`src/rtl/pipeline_hazard_ctrl_pkg.sv`:
```
// Shared types for the pipeline hazard controller: FSM states, forward
// select encoding and the register-match helper used by all compares.
package pipeline_ctrl_pkg;

  typedef enum logic [1:0] {
    RUN      = 2'd0,
    LD_STALL = 2'd1,
    MEM_WAIT = 2'd2
  } hz_state_e;

  typedef enum logic [1:0] {
    FWD_NONE = 2'b00,
    FWD_WB   = 2'b01,
    FWD_MEM  = 2'b10
  } fwd_sel_e;

  localparam int REG_AW = 5;

  // A write to x0 is discarded, so index 0 never counts as a dependency.
  function automatic logic reg_hit(input logic [REG_AW-1:0] rd,
                                   input logic              wren,
                                   input logic [REG_AW-1:0] rs);
    return wren && (rd != '0) && (rd == rs);
  endfunction

endpackage

```
`src/rtl/pipeline_hazard_ctrl_forward_sel.sv`:
```
// Operand forward select for one EX-stage source register.
// MEM data wins over WB data (it is younger); a load still in MEM has no
// data yet, so it is never a MEM forward source.
module forward_sel
  import pipeline_ctrl_pkg::*;
(
  input  logic [REG_AW-1:0] i_rs_addr,
  input  logic [REG_AW-1:0] i_mem_rd_addr,
  input  logic              i_mem_rd_wren,
  input  logic              i_mem_ld_en,
  input  logic [REG_AW-1:0] i_wb_rd_addr,
  input  logic              i_wb_rd_wren,
  output fwd_sel_e          o_sel
);

  logic w_mem_hit;
  logic w_wb_hit;

  assign w_mem_hit = reg_hit(i_mem_rd_addr, i_mem_rd_wren, i_rs_addr) && !i_mem_ld_en;
  assign w_wb_hit  = reg_hit(i_wb_rd_addr, i_wb_rd_wren, i_rs_addr);

  // Priority select: youngest producer first.
  always_comb begin
    o_sel = FWD_NONE;
    if (w_mem_hit)     o_sel = FWD_MEM;
    else if (w_wb_hit) o_sel = FWD_WB;
  end

endmodule

```
`src/rtl/pipeline_hazard_ctrl.sv`:
```
// Central hazard controller for the 5-stage pipeline: forward selects,
// per-register advance enables / active-low flushes, load-use bubbles,
// redirect flushes, dmem wait freeze with timeout, saturating perf counters.
//
// Handshake with data memory: a MEM access is in flight while mem_access=1;
// it completes in the cycle dmem_ready=1. Every cycle with mem_access=1 and
// dmem_ready=0 freezes the whole pipeline; nothing else advances until then.
module pipeline_hazard_ctrl
  import pipeline_ctrl_pkg::*;
#(
  parameter int CNT_W       = 16,
  parameter int MEM_TIMEOUT = 255,
  parameter int TO_W        = 8
) (
  input  logic             clk_i,
  input  logic             rst_n,
  input  logic [4:0]       id_rs1_addr,
  input  logic             id_rs1_used,
  input  logic [4:0]       id_rs2_addr,
  input  logic             id_rs2_used,
  input  logic [4:0]       ex_rs1_addr,
  input  logic [4:0]       ex_rs2_addr,
  input  logic [4:0]       ex_rd_addr,
  input  logic             ex_rd_wren,
  input  logic             ex_ld_en,
  input  logic [4:0]       mem_rd_addr,
  input  logic             mem_rd_wren,
  input  logic             mem_ld_en,
  input  logic [4:0]       wb_rd_addr,
  input  logic             wb_rd_wren,
  input  logic             mem_pc_br,
  input  logic             mem_access,
  input  logic             dmem_ready,
  output logic [1:0]       forwardA_en,
  output logic [1:0]       forwardB_en,
  output logic             pc_en,
  output logic             ifid_en,
  output logic             idex_en,
  output logic             exmem_en,
  output logic             memwb_en,
  output logic             ifid_flush_n,
  output logic             idex_flush_n,
  output logic             exmem_flush_n,
  output logic             mem_err_o,
  output logic [CNT_W-1:0] stall_cnt_o,
  output logic [CNT_W-1:0] flush_cnt_o,
  output logic [1:0]       state_o
);

  localparam logic [TO_W-1:0] TO_LAST = TO_W'(MEM_TIMEOUT - 1);

  hz_state_e        r_state;
  hz_state_e        w_state_nxt;
  logic [TO_W-1:0]  r_wait_cnt;
  logic             r_mem_err;
  logic [CNT_W-1:0] r_stall_cnt;
  logic [CNT_W-1:0] r_flush_cnt;
  fwd_sel_e         w_fwd_a;
  fwd_sel_e         w_fwd_b;
  logic             w_wait;
  logic             w_redirect;
  logic             w_load_use;

  forward_sel u_fwd_a (
    .i_rs_addr     (ex_rs1_addr),
    .i_mem_rd_addr (mem_rd_addr),
    .i_mem_rd_wren (mem_rd_wren),
    .i_mem_ld_en   (mem_ld_en),
    .i_wb_rd_addr  (wb_rd_addr),
    .i_wb_rd_wren  (wb_rd_wren),
    .o_sel         (w_fwd_a)
  );

  forward_sel u_fwd_b (
    .i_rs_addr     (ex_rs2_addr),
    .i_mem_rd_addr (mem_rd_addr),
    .i_mem_rd_wren (mem_rd_wren),
    .i_mem_ld_en   (mem_ld_en),
    .i_wb_rd_addr  (wb_rd_addr),
    .i_wb_rd_wren  (wb_rd_wren),
    .o_sel         (w_fwd_b)
  );

  assign forwardA_en = w_fwd_a;
  assign forwardB_en = w_fwd_b;

  assign w_wait     = mem_access && !dmem_ready;
  assign w_redirect = mem_pc_br;
  // Masked in LD_STALL: the bubble already separates the load from its user.
  assign w_load_use = ex_ld_en && (r_state != LD_STALL) &&
                      ((id_rs1_used && reg_hit(ex_rd_addr, ex_rd_wren, id_rs1_addr)) ||
                       (id_rs2_used && reg_hit(ex_rd_addr, ex_rd_wren, id_rs2_addr)));

  // FSM state register.
  always_ff @(posedge clk_i) begin
    if (!rst_n) r_state <= RUN;
    else        r_state <= w_state_nxt;
  end

  // Next state: same priority as the enable decode (wait > redirect > load_use).
  always_comb begin
    w_state_nxt = RUN;
    if (w_wait)                       w_state_nxt = MEM_WAIT;
    else if (!w_redirect && w_load_use) w_state_nxt = LD_STALL;
  end

  // Enable / flush decode (Mealy: follows the inputs in the same cycle).
  always_comb begin
    pc_en         = 1'b1;
    ifid_en       = 1'b1;
    idex_en       = 1'b1;
    exmem_en      = 1'b1;
    memwb_en      = 1'b1;
    ifid_flush_n  = 1'b1;
    idex_flush_n  = 1'b1;
    exmem_flush_n = 1'b1;
    if (w_wait) begin
      pc_en    = 1'b0;
      ifid_en  = 1'b0;
      idex_en  = 1'b0;
      exmem_en = 1'b0;
      memwb_en = 1'b0;
    end else if (w_redirect) begin
      ifid_flush_n  = 1'b0;
      idex_flush_n  = 1'b0;
      exmem_flush_n = 1'b0;
    end else if (w_load_use) begin
      pc_en        = 1'b0;
      ifid_en      = 1'b0;
      idex_flush_n = 1'b0;
    end
  end

  // Wait-cycle counter and sticky timeout flag; the error sets on the edge
  // where the count reaches MEM_TIMEOUT.
  always_ff @(posedge clk_i) begin
    if (!rst_n) begin
      r_wait_cnt <= '0;
      r_mem_err  <= 1'b0;
    end else if (w_wait) begin
      if (r_wait_cnt != '1) r_wait_cnt <= r_wait_cnt + TO_W'(1);
      if (r_wait_cnt == TO_LAST) r_mem_err <= 1'b1;
    end else begin
      r_wait_cnt <= '0;
    end
  end

  // Saturating perf counters: stalled-PC cycles and taken redirects.
  always_ff @(posedge clk_i) begin
    if (!rst_n) begin
      r_stall_cnt <= '0;
      r_flush_cnt <= '0;
    end else begin
      if (!pc_en && (r_stall_cnt != '1)) r_stall_cnt <= r_stall_cnt + CNT_W'(1);
      if (!w_wait && w_redirect && (r_flush_cnt != '1)) r_flush_cnt <= r_flush_cnt + CNT_W'(1);
    end
  end

  assign mem_err_o   = r_mem_err;
  assign stall_cnt_o = r_stall_cnt;
  assign flush_cnt_o = r_flush_cnt;
  assign state_o     = r_state;

endmodule

```
`config.mk`:
```
export PLATFORM = sky130hd
export DESIGN_NAME = pipeline_hazard_ctrl
export DESIGN_NICKNAME = d
export VERILOG_FILES = /design/src/rtl/pipeline_hazard_ctrl_pkg.sv /design/src/rtl/pipeline_hazard_ctrl_forward_sel.sv /design/src/rtl/pipeline_hazard_ctrl.sv
export SDC_FILE = /design/constraint.sdc
export NUM_CORES = 1
export LEC_CHECK = 0
export CORE_ASPECT_RATIO = 1.1
export CORE_MARGIN = 3
export CORE_UTILIZATION = 56
export CTS_CLUSTER_SIZE = 25
export DETAILED_ROUTE_END_ITERATION = 7
export DONT_BUFFER_PORTS = 1
export PLACE_DENSITY = 0.82
export REMOVE_ABC_BUFFERS = 1
export SYNTH_ARGS = -nofsm -noshare
export SYNTH_HDL_FRONTEND = slang
export SYNTH_SLANG_ARGS = --single-unit
```
`constraint.sdc`:
```
create_clock -name clk_i -period 4.61 [get_ports clk_i]
set_input_delay 0.922 -clock clk_i [delete_from_list [all_inputs] [get_ports clk_i]]
set_output_delay 0.922 -clock clk_i [all_outputs]
set_load 0.01 [all_outputs]
```
[Word-level counts from Yosys, hierarchy flattened]
Index checks and enable logic that the tools add are counted.
Word-level totals
  flip-flop bits (word level): 43
  input bits: 47
  output and inout bits: 47
  word-level logic and storage cells: 67
Cells by class
  $add $sub $neg: 3
  eq/ne operators: 11
  muxes and demuxes: 14
  bitwise gates (word level): 1
  reductions and logical operators: 32
Operator list (count)
  16-bit by 1-bit adder with 16-bit output (second input constant): 2
  16-bit inequality test (second input constant): 2
  5-bit equality test: 6
  1-bit logical AND: 20
  5-bit nonzero test: 3
  1-bit 2-to-1 mux: 11
  8-bit by 1-bit adder with 8-bit output (second input constant): 1
  8-bit equality test (second input constant): 1
  8-bit inequality test (second input constant): 1
  2-bit 2-to-1 mux: 3
  1-bit logical NOT: 5
  2-bit AND reduction: 2
  2-bit by 1-bit inequality test with 1-bit output (second input constant): 1
  2-bit OR reduction: 1
  1-bit logical OR: 1
  1-bit inverter: 1

[Depth between registers and ports, before layout]
  depth in word-level cells: 11
  mapped depth: 8
  mapped depth without buffers: 7

[Cells and area by module]
Synthesis repeated with hierarchy kept, for this count alone.
Second synthesis, totals
  cell total of the unflattened synthesis: 302
  area total of the unflattened synthesis: 2577.5 sq um
By module, submodules not included
  pipeline_hazard_ctrl: instances 1, cells an instance 258, area an instance 2239.6 sq um, sequential area each 860.8 sq um
  forward_sel: instances 2, cells an instance 22, area an instance 168.9 sq um, sequential area each 0.0 sq um

[Least setup slack after synthesis]
Ideal clock, no wire load.
  kind: input to output
  start point: in ex_rd_addr[1]
  end point: out pc_en
  arrival time: 2.354 ns
  required time: 3.688 ns
  slack: 1.334 ns
  stages on the path: 7
  buffers on the path: 3
  path through: or4_1 > o2111a_1 > nor2b_4 > a21oi_4 > buf_6 > buf_6 > buf_4
On the way
  longest elaborated chain between the ends: 9
  elaborated cells between the ends (all ways): 13
  classes of those cells: eq/ne (2); mux (3); reduce/logical (8)
RTL lines
  start, declared: RTL line pipeline_hazard_ctrl.sv:23  | input logic [4:0] ex_rd_addr,
  5-bit nonzero test: RTL line pipeline_hazard_ctrl_pkg.sv:23  | return wren && (rd != '0) && (rd == rs);
  1-bit logical AND (2 in series): RTL line pipeline_hazard_ctrl_pkg.sv:23
  1-bit logical AND (on tied branches): RTL line pipeline_hazard_ctrl.sv:91, pipeline_hazard_ctrl.sv:92
  1-bit logical OR *: RTL line pipeline_hazard_ctrl.sv:91  | ((id_rs1_used && reg_hit(ex_rd_addr, ex_rd_wren, id_rs1_addr)) ||
  1-bit logical AND *: RTL line pipeline_hazard_ctrl.sv:90  | assign w_load_use = ex_ld_en && (r_state != LD_STALL) &&
  1-bit 2-to-1 mux * (3 in series)
  end, declared: RTL line pipeline_hazard_ctrl.sv:36  | output logic pc_en,
Mark *: on every way between the ends. The rest lies on a longest branch, timed or not.

[Worst setup path in the final report]
  start point: in mem_rd_addr[0]
  end point: out forwardA_en[0]
On the way
  longest elaborated chain between the ends: 5
  elaborated cells between the ends (all ways): 6
  classes of those cells: eq/ne (1); mux (1); reduce/logical (4)
RTL lines
  start, declared: RTL line pipeline_hazard_ctrl.sv:26  | input logic [4:0] mem_rd_addr,
  5-bit nonzero test: RTL line pipeline_hazard_ctrl_pkg.sv:23
  1-bit logical AND: RTL line pipeline_hazard_ctrl_pkg.sv:23
  1-bit logical AND *: RTL line pipeline_hazard_ctrl_pkg.sv:23
  1-bit logical AND *: RTL line pipeline_hazard_ctrl_forward_sel.sv:19  | assign w_mem_hit = reg_hit(i_mem_rd_addr, i_mem_rd_wren, i_rs_addr) && !i_mem_ld_en;
  2-bit 2-to-1 mux *: RTL line pipeline_hazard_ctrl_forward_sel.sv:25  | if (w_mem_hit) o_sel = FWD_MEM;
  end, declared: RTL line pipeline_hazard_ctrl.sv:34  | output logic [1:0] forwardA_en,
Marks and branches as above.

==> results_dict.tcl <==
set metrics [dict create \
    overflow 0 \
    vias 2096 \
    synth_seq_cells 43 \
    finalHoldViolations 0 \
    yosys.area.top_type_share_pct 34.0 \
    p_per_area_nw_per_um2 260 \
    hold_end "r_wait_cnt[4]" \
    cts_setup_buffers 0 \
    synth_edf_count 0 \
    crit_path_start_kind "input port" \
    crit_path_end_kind "primary output" \
    setup_viol_count_final 0 \
    synth_ff_type "dfxtp_1" \
    die_area_um2 5370 \
    grt_pass1_vias 2044 \
    fmax_mhz 309 \
    place.gp.congestion 0.765 \
    reg2reg_depth 6 \
    drv_cap 0 \
    avgRoutedWirePerCell_um 15.9 \
    detail_route.vias_per_cell 6.13 \
    cts-htree-levels 2 \
    synthArstFlopShare_pct 0 \
    critPathMaxFanout 3 \
    required_ps 3690 \
    path_clk_slew_ps 90 \
    drt-pass1-iter-count 4 \
    skew_ps 9.10 \
    ant_nets 0 \
    p_leak_nw 0.853 \
    ys_top_cells_by_count "dfxtp_1 (43), xnor2_1 (24), xor2_1 (23), a21oi_1 (20)" \
    grt_pass1_wl_mm 9.09 \
    worstSkewPairLatency_ps 300 \
    whs_path_depth 1 \
    fin_util_pct 59.9 \
    initial_core_util_pct 58.7 \
    r2r_slack_ps 2300 \
    period_share_pct 70.2 \
    rsz0062_at_grt "no" \
    grt_max_degree 31 \
    clock_path_buffers 2 \
    peakVddDrop_v 0.000225 \
    hp-start "r_wait_cnt[4]" \
    synthTopCellsByArea "dfxtp_1 (34%), xnor2_1 (8.3%), xor2_1 (7.9%)" \
    fp.dieW_um 70.2 \
    r2r_end "stall_cnt_o[2]" \
    outcome "complete, no violations" \
    cp.arrival_ps 2310 \
    drc_errors 0 \
    slew_headroom_pct 38.8 \
    ys_seq_area_share_pct 34.0 \
    clock_sinks 43 \
    ys_warn_count 0 \
    syn_inst 298 \
    drtIter0Drc 68 \
    synth_area_per_cell_um2 8.51 \
    crit_type "input port to primary output" \
    ctsResizeCount 0 \
    dp_hpwl_mm 4.14 \
    drive_gt1_share_pct 4.86 \
    row_count 25 \
    cts_inserted_buffers 5 \
    cts_tree "yes" \
    track_usage_pct 20.4 \
    worst_pin_slew_ps 917 \
    synth_area_leader_cell "dfxtp_1" \
    grt_antenna_before_repair 0 \
    nNetsFinal 338 \
    portBuffers 0 \
    rr_startpoint "stall_cnt_o[6]" \
    synthesis.area_um2 2530 \
    fin_crit_ps 3240 \
    synth_cell_types 41 \
    core_um2 4320 \
    synth.most_common_cell "dfxtp_1" \
    ios 94 \
    root_buffer "clkbuf_8" \
    hp-class "flip-flop to flip-flop" \
    maxSlewViolCount 0 \
    whs_ps 530 \
    area_growth_pct 2.07 \
    cts_hold_buf 0 \
    drt-total-wl_mm 5.44 \
    fillers 395 \
    die_h_um 76.6 \
    diodes 0 \
    fin_setup_tns_ps 0 \
]
==> state kept, by name, indices dropped and copies added, names as in the netlist <==
register,count
r_wait_cnt,8
mem_err_o,1
state_o,2
flush_cnt_o,16
stall_cnt_o,16
==> area by class of cell <==
cell class                      instances  area [um^2]  share of cell area, %
Multi-Input combinational cell        229         1530                   59.2
Clock buffer                            5         68.8                   2.66
Inverter                                6         22.5                  0.870
Tap cell                               54         67.6                   2.61
Timing Repair Buffer                    2         15.0                  0.580
Clock inverter                          3         20.0                  0.774
Sequential cell                        43          861                   33.3
==> where the power goes <==
group | internal [mW] | switching (mW)
Sequential | 0.375 | 0.00608
Combinational | 0.0265 | 0.0296
Clock | 0.105 | 0.131
Total | 0.506 | 0.167
==> worst max-delay path, stage by stage <==
cell,delay [ps]
or4_1,500
o21ai_0,210
nor4_1,160
nor4_1,520
==> cells by family (layout without fill, tap and decap cells) <==
family                     after synthesis  after routing  synth area share [%]
DFF                                     43             43                  34.0
xor gates and xnor gates                47             47                  16.2
adders and majority gates                4              4                  1.97
buffers and inverters                   26             16                  5.58
muxes                                    3              3                  1.18
AOI/OAI and AO/OA                       50             50                  12.8
and+or+nand+nor                        125            125                  28.2
==> cell usage in the layout, fill, tap and decap left out, types with 5 or more instances in the layout <==
cell / instances
xor2_1: 23
and2_1: 5
nor2_1: 19
nand4_1: 10
a21oi_1: 20
o31ai_1: 11
nand3_1: 18
xnor2_1: 24
dfxtp_1: 43
or4_1: 17
o21ai_0: 5
inv_1: 6
and4_1: 5
and3_1: 9
nand2_1: 19
clkbuf_8: 5
==> metrics by stage <==
stage	std cells	setup slack (ps)	instance area, um^2	power (mW)
after global placement	334	1360	2500	0.444
final	342	1370	2590	0.673
after global routing	342	1260	2590	0.704
after detailed placement	334	1380	2500	0.446
after CTS	342	1380	2590	0.685
after floorplan	278	1390	2420	0.434
==> layer usage <==
metal | global-route usage, % | routed length, um | vias to the layer above
met5 | 0 | 0 | -
met4 | 7.09 | 75 | 0
li1 | - | - | 1048
met2 | 37.2 | 2780 | 63
met3 | 6.07 | 392 | 8
met1 | 22.1 | 2200 | 977
==> worst max-delay path by stage <==
stage | end | startpoint | cells past startpoint
2_1_floorplan | ifid_en | ex_rd_addr[1] | 4
3_3_place_gp | forwardB_en[0] | mem_rd_addr[0] | 4
3_5_place_dp | forwardB_en[0] | mem_rd_addr[0] | 4
4_1_cts | forwardB_en[0] | mem_rd_addr[0] | 4
5_1_grt | forwardA_en[0] | mem_rd_addr[0] | 4
6_report | forwardA_en[0] | mem_rd_addr[0] | 4
(Power assumes the default switching activity.)
